--- src/rtl/row_t2b_if.sv ---
// Handshake/data bundle for the row thermometer-to-binary encoder.
// The master modport belongs to the producer of sampled row words, and the slave modport belongs to the encoder.
interface row_t2b_if #(
  parameter int N_BITS = 16,
  parameter int CNT_W  = $clog2(N_BITS + 1),
  parameter int ERR_W  = 8
);
  logic              valid_i;
  logic [N_BITS-1:0] data_i;
  logic              oc;
  logic              clr_i;
  logic              valid_o;
  logic [CNT_W-1:0]  data_o;
  logic              bubble_o;
  logic              err_o;
  logic [ERR_W-1:0]  err_cnt_o;

  modport master (
    output valid_i, data_i, oc, clr_i,
    input  valid_o, data_o, bubble_o, err_o, err_cnt_o
  );

  modport slave (
    input  valid_i, data_i, oc, clr_i,
    output valid_o, data_o, bubble_o, err_o, err_cnt_o
  );
endinterface

--- src/rtl/row_t2b.sv ---
// Row thermometer-to-binary encoder: orientation normalize, 3-tap majority bubble
// suppression, popcount and monotonicity check in a 2-stage pipeline, plus a saturating error counter.
module row_t2b #(
  parameter int N_BITS = 16,
  parameter int CNT_W  = $clog2(N_BITS + 1),
  parameter int ERR_W  = 8
) (
  input  logic      clk_i,
  input  logic      rst_i,
  row_t2b_if.slave  bus
);

  logic [N_BITS-1:0] norm;
  logic [N_BITS+1:0] ext;
  logic [N_BITS-1:0] corr;

  logic              s1_valid;
  logic [N_BITS-1:0] s1_c;
  logic              s1_bub;

  logic [CNT_W-1:0]  ones;
  logic              mono;

  // NOTE: every always_comb output gets a default before any conditional logic, so no latch can be inferred.
  always_comb begin
    norm = bus.data_i;
    if (bus.oc) begin
      for (int k = 0; k < N_BITS; k++) norm[k] = bus.data_i[N_BITS-1-k];
    end
  end

  // Virtual guard bits: below bit 0 the row counts as filled, and above the top bit it counts as empty.
  assign ext = {1'b0, norm, 1'b1};

  always_comb begin
    corr = '0;
    for (int k = 0; k < N_BITS; k++) begin
      corr[k] = (ext[k] & ext[k+1]) | (ext[k] & ext[k+2]) | (ext[k+1] & ext[k+2]);
    end
  end

  // NOTE: sequential state uses non-blocking assignments so that every register samples pre-edge values.
  always_ff @(posedge clk_i or posedge rst_i) begin
    if (rst_i) begin
      s1_valid <= 1'b0;
      s1_c     <= '0;
      s1_bub   <= 1'b0;
    end else begin
      s1_valid <= bus.valid_i;
      if (bus.valid_i) begin
        s1_c   <= corr;
        s1_bub <= (corr != norm);
      end
    end
  end

  always_comb begin
    ones = '0;
    for (int k = 0; k < N_BITS; k++) ones = ones + CNT_W'(s1_c[k]);
  end

  // A word of the form 0..01..1 plus one is a power of two, or it wraps to zero when all bits are ones.
  assign mono = ((s1_c & (s1_c + N_BITS'(1))) == '0);

  always_ff @(posedge clk_i or posedge rst_i) begin
    if (rst_i) begin
      bus.valid_o  <= 1'b0;
      bus.data_o   <= '0;
      bus.bubble_o <= 1'b0;
      bus.err_o    <= 1'b0;
    end else begin
      bus.valid_o <= s1_valid;
      if (s1_valid) begin
        bus.data_o   <= ones;
        bus.bubble_o <= s1_bub;
        bus.err_o    <= ~mono;
      end
    end
  end

  // Clear wins over a simultaneous increment, and the count sticks at all-ones.
  always_ff @(posedge clk_i or posedge rst_i) begin
    if (rst_i) begin
      bus.err_cnt_o <= '0;
    end else if (bus.clr_i) begin
      bus.err_cnt_o <= '0;
    end else if (bus.valid_o && bus.err_o && (bus.err_cnt_o != '1)) begin
      bus.err_cnt_o <= bus.err_cnt_o + ERR_W'(1);
    end
  end

endmodule

--- src/flat_wrapper.sv ---
// flat-port wrapper written by rule: the top's interface ports become plain ports
module row_t2b_flat 
#(
  parameter int N_BITS = 16,
  parameter int CNT_W  = $clog2(N_BITS + 1),
  parameter int ERR_W  = 8
)
  (clk_i, rst_i, bus_valid_i, bus_data_i, bus_oc, bus_clr_i, bus_valid_o, bus_data_o, bus_bubble_o, bus_err_o, bus_err_cnt_o);
  row_t2b_if #(.N_BITS(N_BITS), .CNT_W(CNT_W), .ERR_W(ERR_W)) bus_i ();
  input  logic clk_i;
  input  logic rst_i;
  input wire logic [$bits(bus_i.valid_i)-1:0] bus_valid_i;
  input wire logic [$bits(bus_i.data_i)-1:0] bus_data_i;
  input wire logic [$bits(bus_i.oc)-1:0] bus_oc;
  input wire logic [$bits(bus_i.clr_i)-1:0] bus_clr_i;
  output wire logic [$bits(bus_i.valid_o)-1:0] bus_valid_o;
  output wire logic [$bits(bus_i.data_o)-1:0] bus_data_o;
  output wire logic [$bits(bus_i.bubble_o)-1:0] bus_bubble_o;
  output wire logic [$bits(bus_i.err_o)-1:0] bus_err_o;
  output wire logic [$bits(bus_i.err_cnt_o)-1:0] bus_err_cnt_o;
  assign bus_i.valid_i = bus_valid_i;
  assign bus_i.data_i = bus_data_i;
  assign bus_i.oc = bus_oc;
  assign bus_i.clr_i = bus_clr_i;
  assign bus_valid_o = bus_i.valid_o;
  assign bus_data_o = bus_i.data_o;
  assign bus_bubble_o = bus_i.bubble_o;
  assign bus_err_o = bus_i.err_o;
  assign bus_err_cnt_o = bus_i.err_cnt_o;
  row_t2b #(.N_BITS(N_BITS), .CNT_W(CNT_W), .ERR_W(ERR_W)) u_core (.clk_i(clk_i), .rst_i(rst_i), .bus(bus_i));
endmodule
--- config.mk ---
export PLATFORM = sky130hd
export DESIGN_NAME = row_t2b_flat
export DESIGN_NICKNAME = d
export VERILOG_FILES = /design/src/rtl/row_t2b_if.sv /design/src/rtl/row_t2b.sv /design/src/flat_wrapper.sv
export SDC_FILE = /design/constraint.sdc
export NUM_CORES = 1
export LEC_CHECK = 0
export BUFFER_PORTS_ARGS = -buffer_cell sky130_fd_sc_hd__buf_2
export CAP_MARGIN = 20
export CORE_AREA = 5 5 55 94
export DETAILED_ROUTE_END_ITERATION = 8
export DIE_AREA = 0 0 60 99
export PLACE_DENSITY_LB_ADDON = 0.12
export SETUP_SLACK_MARGIN = 0.02
export SLEW_MARGIN = 20
export SYNTH_ARGS = -nofsm -noshare
export SYNTH_HDL_FRONTEND = slang
export SYNTH_SLANG_ARGS = --single-unit
--- constraint.sdc ---
create_clock -name clk_i -period 12 [get_ports clk_i]
set_clock_uncertainty 0.2 [all_clocks]
set_input_delay 1.2 -clock clk_i [delete_from_list [all_inputs] [get_ports clk_i]]
set_output_delay 1.2 -clock clk_i [all_outputs]
set_load 0.01 [all_outputs]
---- Word level (Yosys, flattened, before mapping) ----
Index checks and enable logic that the tools add are counted.
storage, ports and cells
  flip-flop bits (word level) ............. 34
  bits of input ports ..................... 21
operators by class
  equal/unequal tests ..................... 2
  bitwise operators ....................... 61
  reductions and logical operators ........ 4
  $add $sub $neg .......................... 17
  muxes and demuxes ....................... 3
operator list
  kind                                                             number
  5-bit by 1-bit adder with 5-bit output                           14
  1-bit bitwise OR                                                 30
  1-bit AND                                                        29
  16-bit by 1-bit adder with 16-bit output, second input constant  1
  16-bit AND                                                       1
  16-bit logical NOT                                               1
  16-bit two-way mux                                               1
  8-bit two-way mux                                                2
  16-bit inequality test                                           1
  8-bit by 1-bit adder with 8-bit output, second input constant    1
  8-bit inequality test, second input constant                     1
  1-bit by 1-bit adder with 2-bit output                           1
  1-bit logical AND                                                2
  2-bit nonzero test                                               1
  1-bit NOT                                                        1

---- Longest topological paths before layout ----
  depth in word-level cells ............... 15
  depth in mapped cells ................... 14
  mapped depth without buffers ............ 14

---- Worst setup path before layout ----
No wires, ideal clock.
  path kind ............................... flip-flop to flip-flop
  start ................................... register u_core.s1_c[0]
  end ..................................... register u_core.bus.data_o[2]
  data arrival time ....................... 3792 ps
  cell stages (with the launch flop) ...... 11
  slack ................................... 7880 ps
  setup time .............................. 127 ps
  clock period less this slack ............ 4120 ps
  path through ............................ dfrtp_1 inv_1 ha_1 fa_1 fa_1 fa_1 fa_1 fa_1 fa_1 xnor2_1 mux2_1
between the ends
  cells in the longest elaborated chain, start to end .. 15
RTL lines
  what                                                   RTL line          RTL
  from (decl)                                            row_t2b.sv:18     logic [N_BITS-1:0] s1_c;
  from (signal assigned)                                 row_t2b.sv:51     s1_c <= corr;
  1-bit by 1-bit adder with 2-bit output                 row_t2b.sv:59     for (int k = 0; k < N_BITS; k++) ones = ones + CNT_W'(s1_c[k]);
  5-bit by 1-bit adder with 5-bit output (14 in series)  row_t2b.sv:59
  to (signal assigned)                                   row_t2b.sv:74     bus.data_o <= ones;
  to (decl)                                              row_t2b_if.sv:25  output valid_o, data_o, bubble_o, err_o, err_cnt_o
No other way between the ends.
A chain may end at the register's enable or synchronous reset.

---- Final worst setup path ----
Same ends and word-level chain as after synthesis.

==> results.sh <==
export IMPL_run_status="finished clean"
export IMPL_utilization_pct=65.2
export IMPL_rrSetupSlack_ns=7.77
export IMPL_ys_flop_type="dfrtp_1"
export IMPL_n_antenna_cell=0
export IMPL_wl_um=5570
export IMPL_via_per_inst=5.80
export IMPL_fillCellCount=387
export IMPL_rsz0062_at_grt="false"
export IMPL_worstSetupStartpointType="register"
export IMPL_boundaryPins=37
export IMPL_cp_max_fo=4
export IMPL_syn_nets=320
export IMPL_cts_sinks=34
export IMPL_cts_tree="yes"
export IMPL_area_growth_pct=12.5
export IMPL_cp_required_ns=11.97
export IMPL_first_pass_iters=4
export IMPL_min_path_cells=1
export IMPL_final_common_cell="buf_2"
export IMPL_comb_power_share_pct=47.3
export IMPL_chipHeight_um=99
export IMPL_die_w_um=60
export IMPL_drtIter0Drc=84
export IMPL_drcViolationCount=0
export IMPL_die_area_um2=5940
export IMPL_r2r_start="u_core.s1_c[0]"
export IMPL_syn_area_um2=2510
export IMPL_clock_fmax_mhz=236
export IMPL_crit_path_end_kind="register"
export IMPL_synth_edf_count=0
export IMPL_hold_violations=0
export IMPL_min_period_ns=4.23
export IMPL_cts_hold_buf=0
export IMPL_path_clk_slew_ns=0.06
export IMPL_place_inst=358
export IMPL_synth_cells=281
export IMPL_maxSlewHeadroom_pct=52.4
export IMPL_clkPwrFrac_pct=21.3
export IMPL_wl_per_cell_um=15.2
export IMPL_ir_drop_mv=0.134
export IMPL_power_uw=453
export IMPL_critPathKind="register to register"
export IMPL_synth_distinct_cells=48
export IMPL_hold_class="register to register"
export IMPL_grt_overflow=0
export IMPL_hold_end="u_core.bus.data_o[2]"
export IMPL_fin_setup_tns_ns=0
export IMPL_start_util_pct=58.0
export IMPL_track_usage_pct=20.3
export IMPL_nets=353
export IMPL_finalNonFillerCells=366
export IMPL_crit_start="u_core.s1_c[0]"
export IMPL_h_tree_depth=2
export IMPL_grt_pass1_wl_um=9210
export IMPL_reg2reg_to="u_core.bus.data_o[2]"
export IMPL_syn_area_per_cell_um2=8.92
export IMPL_setup_viol=0
export IMPL_powerDensity_nw_per_um2=161
export IMPL_p_leak_nw=1.31
export IMPL_num_vias=2121
export IMPL_grt_pass1_vias=2068
export IMPL_clk_latency_ns=0.28
export IMPL_drive_gt1_share_pct=18.4
export IMPL_coreArea_um2=4320
export IMPL_cts_root_buf="clkbuf_8"
export IMPL_seq_power_share_pct=31.3
export IMPL_ant_nets=0
export IMPL_grt_start_max_net_pins=35
export IMPL_ys_seq_elements=34
export IMPL_worstPathArrival_ns=4.20
export IMPL_worst_r2r_path_depth=10
export IMPL_post_route_period_util_pct=35.2
export IMPL_layout_common_cells="buf_2, nand2_1, dfrtp_1, inv_1, nor2_1"
export IMPL_rows=32
export IMPL_cts_setup_buffers=0
export IMPL_p_int_uw=293
export IMPL_tightest_slew_ns=0.696
export IMPL_gp_congestion=0.858
export IMPL_slew_violations=0
export IMPL_yosysSeqAreaShare_pct=33.9
export IMPL_postCtsResizedCells=0
export IMPL_numCtsBuffers=5
export IMPL_place_port_buffers=36
export IMPL_ys_warnings_count=0
export IMPL_synthArstFlopShare_pct=100
export IMPL_max_cap_viol_count=0
export IMPL_cts_max_path_buffers=2
export IMPL_hpwl_um=4520
export IMPL_hp_start="u_core.bus.data_o[2]"
export IMPL_grt_antenna_before_repair=0
export IMPL_swShare_pct=35.3
export IMPL_power_switching_uw=160
## power by group through the flow
stage	combinational (mW)	clock, mW	sequential, mW
final	0.215	0.0967	0.142
after detailed placement	0.219	0	0.144
after global routing	0.248	0.104	0.144
after global placement	0.211	0	0.143
after floorplan	0.167	0	0.146
after CTS	0.219	0.0988	0.142
## registers in the layout, indices dropped and copies added, names as in the netlist
name	cells
u_core.s1_valid	1
u_core.bus.err_cnt_o	8
u_core.bus.err_o	1
u_core.bus.bubble_o	1
u_core.bus.data_o	5
u_core.s1_bub	1
u_core.bus.valid_o	1
u_core.s1_c	16
## synthesized netlist by cell type (6+ instances only)
cell type	number	area (um2)
dfrtp_1	34	851
nand2_1	34	128
inv_1	29	109
nor2_1	19	71.3
o21ai_1	17	85.1
a21oi_1	12	60.1
fa_1	10	200
maj3_1	10	100
mux2_2	10	113
o21ai_0	10	50.1
ha_1	8	100
a211oi_1	6	45.0
buf_2	6	30.0
mux2i_1	6	60.1
nand3_1	6	30.0
nor2b_1	6	37.5
## worst max-delay path, stage by stage (launching register included)
cell and delay (ns):
dfrtp_1 0.38, inv_1 0.07, ha_1 0.31, fa_1 0.52, fa_1 0.44, fa_1 0.53
fa_1 0.42, fa_1 0.41, fa_1 0.41, xnor2_1 0.14, mux2_1 0.28
## per-stage QoR
stage | worst slack [ns] | area (um2) | hold slack [ns]
4_1_cts | 7.74 | 2820 | 0.287
3_3_place_gp | 7.81 | 2710 | 0.264
5_1_grt | 7.61 | 2820 | 0.327
6_report | 7.77 | 2820 | 0.284
2_1_floorplan | 7.88 | 2510 | 0.165
3_5_place_dp | 7.75 | 2710 | 0.272
## final cells by class
| class | instances | area, um2 | share of cell area [%] |
|---|---|---|---|
| tap | 51 | 63.8 | 2.26 |
| clock buffer | 8 | 110 | 3.90 |
| inverter | 30 | 113 | 3.99 |
| timing repair buffer | 37 | 188 | 6.65 |
| multi-input combinational | 206 | 1500 | 53.0 |
| sequential | 34 | 851 | 30.2 |
## kinds of logic after synthesis
family	Yosys count	synth area share [%]
AND/OR/NAND/NOR	85	15.9
AO/OA/AOI/OAI	66	16.5
buffers and inverters	41	6.44
flip-flops	34	33.9
adder cells (fa/ha/maj)	28	16.0
multiplexers	20	8.83
XOR/XNOR	7	2.45
## metal layers
| metal | GRT usage, % | vias up | share of wire (%) |
|---|---|---|---|
| met5 | 0 | - | 0 |
| met4 | 12.8 | 0 | 5.6 |
| met3 | 2.75 | 23 | 4.5 |
| met2 | 38.1 | 60 | 56 |
| met1 | 19.2 | 996 | 34 |
| li1 | - | 1042 | - |
## worst max-delay path by stage
stage | slack, ns | endpoint
after floorplan | 7.88 | u_core.bus.data_o[2]
after global placement | 7.81 | u_core.bus.data_o[2]
after detailed placement | 7.75 | u_core.bus.data_o[2]
after CTS | 7.74 | u_core.bus.data_o[2]
after global routing | 7.61 | u_core.bus.data_o[2]
final | 7.77 | u_core.bus.data_o[2]
(Power assumes the default switching activity.)
